$ cat src/rtl/smmha_engine_pkg.sv
// smmha_package: shared types and constants for the smmha stream engine.
//   ctrl_engine_t  : control bundle consumed by the engine (clear/start/len/operand/opcode)
//   flags_engine_t : status bundle produced by the engine (cnt/busy/done)
//   SMMHA_OP_*     : opcode encodings; any other value passes data through
//   eng_state_e    : engine FSM states
package smmha_package;

  localparam int unsigned MAC_CNT_LEN = 1024;
  localparam int unsigned MAC_CNT_W   = $clog2(MAC_CNT_LEN) + 1;
  localparam int unsigned MAC_DATA_W  = 32;
  localparam int unsigned ENG_LEN_W   = 16;
  localparam int unsigned ENG_OP_W    = 4;

  localparam logic [ENG_OP_W-1:0] SMMHA_OP_ADD = 4'd0;
  localparam logic [ENG_OP_W-1:0] SMMHA_OP_SUB = 4'd1;
  localparam logic [ENG_OP_W-1:0] SMMHA_OP_MUL = 4'd2;
  localparam logic [ENG_OP_W-1:0] SMMHA_OP_AND = 4'd3;
  localparam logic [ENG_OP_W-1:0] SMMHA_OP_OR  = 4'd4;
  localparam logic [ENG_OP_W-1:0] SMMHA_OP_XOR = 4'd5;
  localparam logic [ENG_OP_W-1:0] SMMHA_OP_SHL = 4'd6;

  typedef enum logic [1:0] {
    ENG_IDLE = 2'd0,
    ENG_RUN  = 2'd1,
    ENG_DONE = 2'd2
  } eng_state_e;

  typedef struct packed {
    logic                  clear;
    logic                  start;
    logic [ENG_LEN_W-1:0]  len;
    logic [MAC_DATA_W-1:0] operand;
    logic [ENG_OP_W-1:0]   operaton;
  } ctrl_engine_t;

  typedef struct packed {
    logic [MAC_CNT_W-1:0] cnt;
    logic                 busy;
    logic                 done;
  } flags_engine_t;

endpackage

$ cat src/rtl/smmha_engine_alu.sv
// smmha_engine_alu: purely combinational element operation for the engine.
//   op_i      : opcode (SMMHA_OP_*), unknown codes pass a_i through
//   operand_i : second operand latched at job start
//   a_i       : stream element
//   res_o     : result, truncated to DATA_WIDTH
module smmha_engine_alu
  import smmha_package::*;
#(
  parameter int unsigned DATA_WIDTH = 32
) (
  input  logic [ENG_OP_W-1:0]   op_i,
  input  logic [DATA_WIDTH-1:0] operand_i,
  input  logic [DATA_WIDTH-1:0] a_i,
  output logic [DATA_WIDTH-1:0] res_o
);

  always_comb begin
    res_o = a_i;
    unique case (op_i)
      SMMHA_OP_ADD: res_o = a_i + operand_i;
      SMMHA_OP_SUB: res_o = a_i - operand_i;
      SMMHA_OP_MUL: res_o = a_i * operand_i;  // low half only
      SMMHA_OP_AND: res_o = a_i & operand_i;
      SMMHA_OP_OR:  res_o = a_i | operand_i;
      SMMHA_OP_XOR: res_o = a_i ^ operand_i;
      SMMHA_OP_SHL: res_o = a_i << operand_i[4:0];
      default:      res_o = a_i;
    endcase
  end

endmodule

$ cat src/rtl/smmha_engine.sv
// smmha_engine: job-based stream engine. A start in IDLE latches len/operand/opcode,
// then len elements flow a -> ALU -> one output register -> d with valid/ready.
//   clk_i, rst_i        : clock, asynchronous active-high reset
//   ctrl_i              : clear/start/len/operand/opcode
//   flags_o             : cnt (completed d handshakes), busy (RUN/DONE), done (1-cycle pulse)
//   a_valid_i/a_ready_o/a_data_i : input stream
//   d_valid_o/d_ready_i/d_data_o : result stream
module smmha_engine
  import smmha_package::*;
#(
  parameter int unsigned DATA_WIDTH = 32,
  parameter int unsigned CNT_LEN    = MAC_CNT_LEN
) (
  input  logic                  clk_i,
  input  logic                  rst_i,
  input  ctrl_engine_t          ctrl_i,
  output flags_engine_t         flags_o,
  input  logic                  a_valid_i,
  output logic                  a_ready_o,
  input  logic [DATA_WIDTH-1:0] a_data_i,
  output logic                  d_valid_o,
  input  logic                  d_ready_i,
  output logic [DATA_WIDTH-1:0] d_data_o
);

  localparam int unsigned CntW = $clog2(CNT_LEN) + 1;

  eng_state_e            state_q, state_d;
  logic [CntW-1:0]       len_q, len_d;
  logic [DATA_WIDTH-1:0] operand_q, operand_d;
  logic [ENG_OP_W-1:0]   op_q, op_d;
  logic [CntW-1:0]       in_cnt_q, in_cnt_d;
  logic [CntW-1:0]       cnt_q, cnt_d;
  logic                  d_valid_q, d_valid_d;
  logic [DATA_WIDTH-1:0] d_data_q, d_data_d;

  logic [DATA_WIDTH-1:0] alu_res;
  logic [CntW-1:0]       len_sat;
  logic [CntW-1:0]       cnt_inc;
  logic                  a_ready, a_fire, d_fire;

  smmha_engine_alu #(
    .DATA_WIDTH(DATA_WIDTH)
  ) u_alu (
    .op_i     (op_q),
    .operand_i(operand_q),
    .a_i      (a_data_i),
    .res_o    (alu_res)
  );

  // The output register may refill in the same cycle it drains.
  assign a_ready = (state_q == ENG_RUN) && (in_cnt_q < len_q) && (!d_valid_q || d_ready_i);
  assign a_fire  = a_valid_i && a_ready;
  assign d_fire  = d_valid_q && d_ready_i;
  assign cnt_inc = cnt_q + 1'b1;

  always_comb begin
    if (32'(ctrl_i.len) > CNT_LEN) begin
      len_sat = CntW'(CNT_LEN);
    end else begin
      len_sat = CntW'(ctrl_i.len);
    end
  end

  always_comb begin
    state_d   = state_q;
    len_d     = len_q;
    operand_d = operand_q;
    op_d      = op_q;
    in_cnt_d  = in_cnt_q;
    cnt_d     = cnt_q;
    d_valid_d = d_valid_q;
    d_data_d  = d_data_q;

    if (ctrl_i.clear) begin
      state_d   = ENG_IDLE;
      in_cnt_d  = '0;
      cnt_d     = '0;
      d_valid_d = 1'b0;
    end else begin
      unique case (state_q)
        ENG_IDLE: begin
          if (ctrl_i.start) begin
            len_d     = len_sat;
            operand_d = ctrl_i.operand[DATA_WIDTH-1:0];
            op_d      = ctrl_i.operaton;
            state_d   = (len_sat == '0) ? ENG_DONE : ENG_RUN;
          end
        end
        ENG_RUN: begin
          if (d_fire) begin
            cnt_d = cnt_inc;
            if (cnt_inc == len_q) begin
              state_d = ENG_DONE;
            end
          end
          if (a_fire) begin
            in_cnt_d  = in_cnt_q + 1'b1;
            d_valid_d = 1'b1;
            d_data_d  = alu_res;
          end else if (d_fire) begin
            d_valid_d = 1'b0;
          end
        end
        ENG_DONE: begin
          // cnt stays visible through the done pulse, then rearms for the next job.
          state_d  = ENG_IDLE;
          cnt_d    = '0;
          in_cnt_d = '0;
        end
        default: state_d = ENG_IDLE;
      endcase
    end
  end

  always_ff @(posedge clk_i or posedge rst_i) begin
    if (rst_i) begin
      state_q   <= ENG_IDLE;
      len_q     <= '0;
      operand_q <= '0;
      op_q      <= '0;
      in_cnt_q  <= '0;
      cnt_q     <= '0;
      d_valid_q <= 1'b0;
      d_data_q  <= '0;
    end else begin
      state_q   <= state_d;
      len_q     <= len_d;
      operand_q <= operand_d;
      op_q      <= op_d;
      in_cnt_q  <= in_cnt_d;
      cnt_q     <= cnt_d;
      d_valid_q <= d_valid_d;
      d_data_q  <= d_data_d;
    end
  end

  assign a_ready_o = a_ready;
  assign d_valid_o = d_valid_q;
  assign d_data_o  = d_data_q;

  always_comb begin
    flags_o      = '0;
    flags_o.cnt  = MAC_CNT_W'(cnt_q);
    flags_o.busy = (state_q == ENG_RUN) || (state_q == ENG_DONE);
    flags_o.done = (state_q == ENG_DONE);
  end

endmodule
$ cat config.mk
export PLATFORM = sky130hd
export DESIGN_NAME = smmha_engine
export DESIGN_NICKNAME = d
export VERILOG_FILES = /design/src/rtl/smmha_engine_pkg.sv /design/src/rtl/smmha_engine_alu.sv /design/src/rtl/smmha_engine.sv
export SDC_FILE = /design/constraint.sdc
export NUM_CORES = 2
export LEC_CHECK = 0
export ABC_AREA = 1
export CAP_MARGIN = 30
export CORE_MARGIN = 4
export CORE_UTILIZATION = 65
export DETAILED_ROUTE_END_ITERATION = 12
export PLACE_DENSITY = 0.87
export SLEW_MARGIN = 20
export SYNTH_ARGS = -nofsm -noshare
export SYNTH_HDL_FRONTEND = slang
export SYNTH_SLANG_ARGS = --single-unit
$ cat constraint.sdc
create_clock -name clk_i -period 12.95 [get_ports clk_i]
set_input_delay 1.9425 -clock clk_i [delete_from_list [all_inputs] [get_ports clk_i]]
set_output_delay 1.9425 -clock clk_i [all_outputs]
set_load 0.02 [all_outputs]
==> summary.txt <==
Layout
  – Most common cell after layout, fill and taps aside: nand2_1
  – Nets: 4661
  – Most frequent cells in the layout: nand2_1 (1066), inv_1 (952), fa_1 (409)
  – Final core utilization: 0.7060
  – Share of cells above drive strength 1: 0.02645
  – Synthesis-to-finish area growth: 7.478%
  – Ant diodes: 0

Logic synthesis
  – Ys async rst share: 1.000
  – Syn Area/Cell: 7.036 µm²
  – Predominant post-synthesis flop cell: dfrtp_1
  – Flops & latches, synth: 104
  – Syn. warnings: 0
  – Synth top area cells: fa_1 (30%), nand2_1 (15%), inv_1 (13%), ha_1 (11%), dfrtp_1 (9.5%)
  – Mapped Cells: 3907
  – Yosys top cell area share: 0.2978
  – Synth cell types: 53
  – Sequential area share after synthesis: 0.09467
  – Post-Syn Nets: 4641
  – Leading area contributor after synthesis: fa_1
  – Post-synth EDFFs: 0
  – Cell area after synthesis: 0.02749 mm²

Setup path
  – Worst path most repeated cell: fa_1
  – Crit-path leading delay family: adder cells
  – Critical-path maximum fanout: 26
  – Crit-path cells: clkdlybuf4s50_1 -> buf_4 -> nand2_1 -> fa_1 -> inv_1 -> fa_1 -> fa_1 -> inv_1 -> fa_1 -> inv_1 -> ha_1 -> ha_1 -> fa_1 -> fa_1 -> ha_1 -> a21oi_1 -> a21boi_0 -> o21ai_0 -> a21oi_1 -> inv_1 -> o21ai_0 -> nand3_1 -> o21ai_0 -> nand2_1
  – FF-to-FF setup slack: 5430 ps
  – CP peak stage delay: 960 ps
  – Req. time, crit path: 13210 ps
  – Crit path DAT: 9350 ps
  – Critical path's slowest cell: clkdlybuf4s50_1
  – CP endpoint kind: flip-flop
  – Reg2Reg Launch Point: operand_q[8]
  – Worst Path Buf+Inv: 6
  – Crit path launch type: input port
  – Worst R2R Path Depth: 21
  – FF-to-FF End: d_data_o[26]
  – Critical path class: in -> reg

Clock tree
  – CTS root buffer: clkbuf_16
  – TritonCTS clock tree: done
  – Num CTS Buffers: 9
  – Setup Buffers After CTS: 0
  – Post-CTS Hold Buffers: 0
  – Clock sinks: 104
  – Clock buffer depth: 2
  – H-tree depth: 3
  – Clk slew on worst S/H paths: 80 ps
  – CTS resizes: 0
  – Clk Latency, worst-skew pair: 390 ps

Worst hold path
  – Worst hold start: d_data_o[13]
  – Hold Path Depth: 2
  – Worst hold path type: reg -> reg
  – Hold endpoint: d_data_o[13]

Place
  – RePlAce Congestion: 1.074
  – Hpwl dp: 75110 µm
  – # port buffers: 136

Floorplan
  – Die ar.: 0.04565 mm²
  – Initial Util: 0.6569
  – Row count: 75
  – CORE AREA: 0.04185 mm²
  – I/O pins: 137
  – Die width: 213.7 µm
  – Die Y: 213.7 µm

Global route
  – First-pass GRT wire length: 149100 µm
  – Largest net degree at the start of global routing: 93
  – Antenna violations before repair: 0
  – Total track usage: 0.4298
  – Number of global-route vias before repair: 26.77k
  – Total grt overflow: 0

Routing
  – Wire per inst: 21.58 µm
  – ANT nets after route: 0
  – DR vias/cell: 5.937
  – Final WL: 96490 µm
  – Post-route DRC: 0
  – Via count: 26.54k
  – Drt pass-1 iters: 7
  – Initial drt markers: 2974

Timing
  – Fin crit share: 0.7017
  – Max Fclk: 0.1100 GHz
  – Worst rel slew slack: 0.2863
  – Slew of the pin with the lowest slew margin: 1067 ps
  – RSZ-0062 raised after global routing: false
  – Sum Neg Setup Slack: 0 ps
  – Final worst clock skew: 10.55 ps
  – Max Slew Vio Count: 0
  – Final Hold Viols: 0
  – Post-route minimum period: 9088 ps
  – Final setup violation count: 0

Run status
  – Status: finished, final reports clean

Run
  – Max-Cap Viols: 0
synthesized netlist by cell type, types with 15 or more instances:
cell and n:
nor2_1 140, a21oi_1 140, fa_1 409, nand4_1 18
o21ai_0 222, inv_1 953, nand2_1 1066, buf_1 38
o22ai_1 17, o211ai_1 23, buf_2 34, clkbuf_1 101
nand3_1 131, dfrtp_1 104, nand3b_1 15, nor3_1 25
ha_1 235, xor2_1 58
cell type report:
type / instances / area (µm²)
Tap cell: 539 / 674.4
Clock buffer: 9 / 225.2
Clock inverter: 7 / 91.34
Timing Repair Buffer: 187 / 1787
Fill cell: 3430 / 12310
Sequential cell: 104 / 2606
Inverter: 959 / 3602
Multi-Input combinational cell: 2666 / 20560
worst max path at each step:
stage                   endpoint  slack [ps]  cells after the start          from
CTS                 d_data_o[30]        3900                     28  a_data_i[10]
global placement    d_data_o[23]        3590                     28  a_data_i[10]
finish              d_data_o[16]        3860                     24   a_data_i[1]
global route        d_data_o[18]        3690                     25   a_data_i[1]
floorplan           d_data_o[23]        4760                     29  a_data_i[11]
detailed placement  d_data_o[30]        3480                     28  a_data_i[10]
cells by family after synthesis:
| logic type | synth area share |
|---|---|
| compound gates | 0.1078 |
| xor+xnor | 0.02230 |
| fa+ha+maj | 0.4048 |
| buf+inv | 0.1579 |
| flops | 0.09467 |
| mux | 0.001821 |
| simple gates | 0.2107 |
stage by stage:
step	hold WS, ps	area [µm²]	std cells	worst slack [ps]
CTS	496.6	29500	4468	3900
global placement	464.1	29150	4450	3592
finish	490.0	29550	4471	3862
detailed placement	466.1	29180	4452	3484
floorplan	453.0	27490	3907	4756
global route	518.6	29550	4471	3690
per-layer routing:
| layer | share of wire | routed length [µm] | up-vias | track usage |
|---|---|---|---|---|
| li1 | - | - | 11810 | - |
| met1 | 0.36 | 34300 | 12500 | 0.5472 |
| met2 | 0.44 | 42330 | 1805 | 0.6686 |
| met3 | 0.13 | 12520 | 430 | 0.1131 |
| met4 | 0.076 | 7336 | 0 | 0.2483 |
| met5 | 0 | 0 | - | 0 |
sequential cells by signal (all words and copies together) (netlist names):
| signal | cells |
|---|---|
| d_valid_o | 1 |
| len_q | 11 |
| in_cnt_q | 11 |
| cnt_q | 11 |
| op_q | 4 |
| operand_q | 32 |
| d_data_o | 32 |
| state_q | 2 |
worst min-delay path, cell delays in order (launching register included):
cell and delay, ps:
dfrtp_1 350, nand2_1 50, nand2_1 50
Power is left out: the tool's default activity adds up to more than one toggle a clock period on the data nets, which glitch-free logic cannot reach.
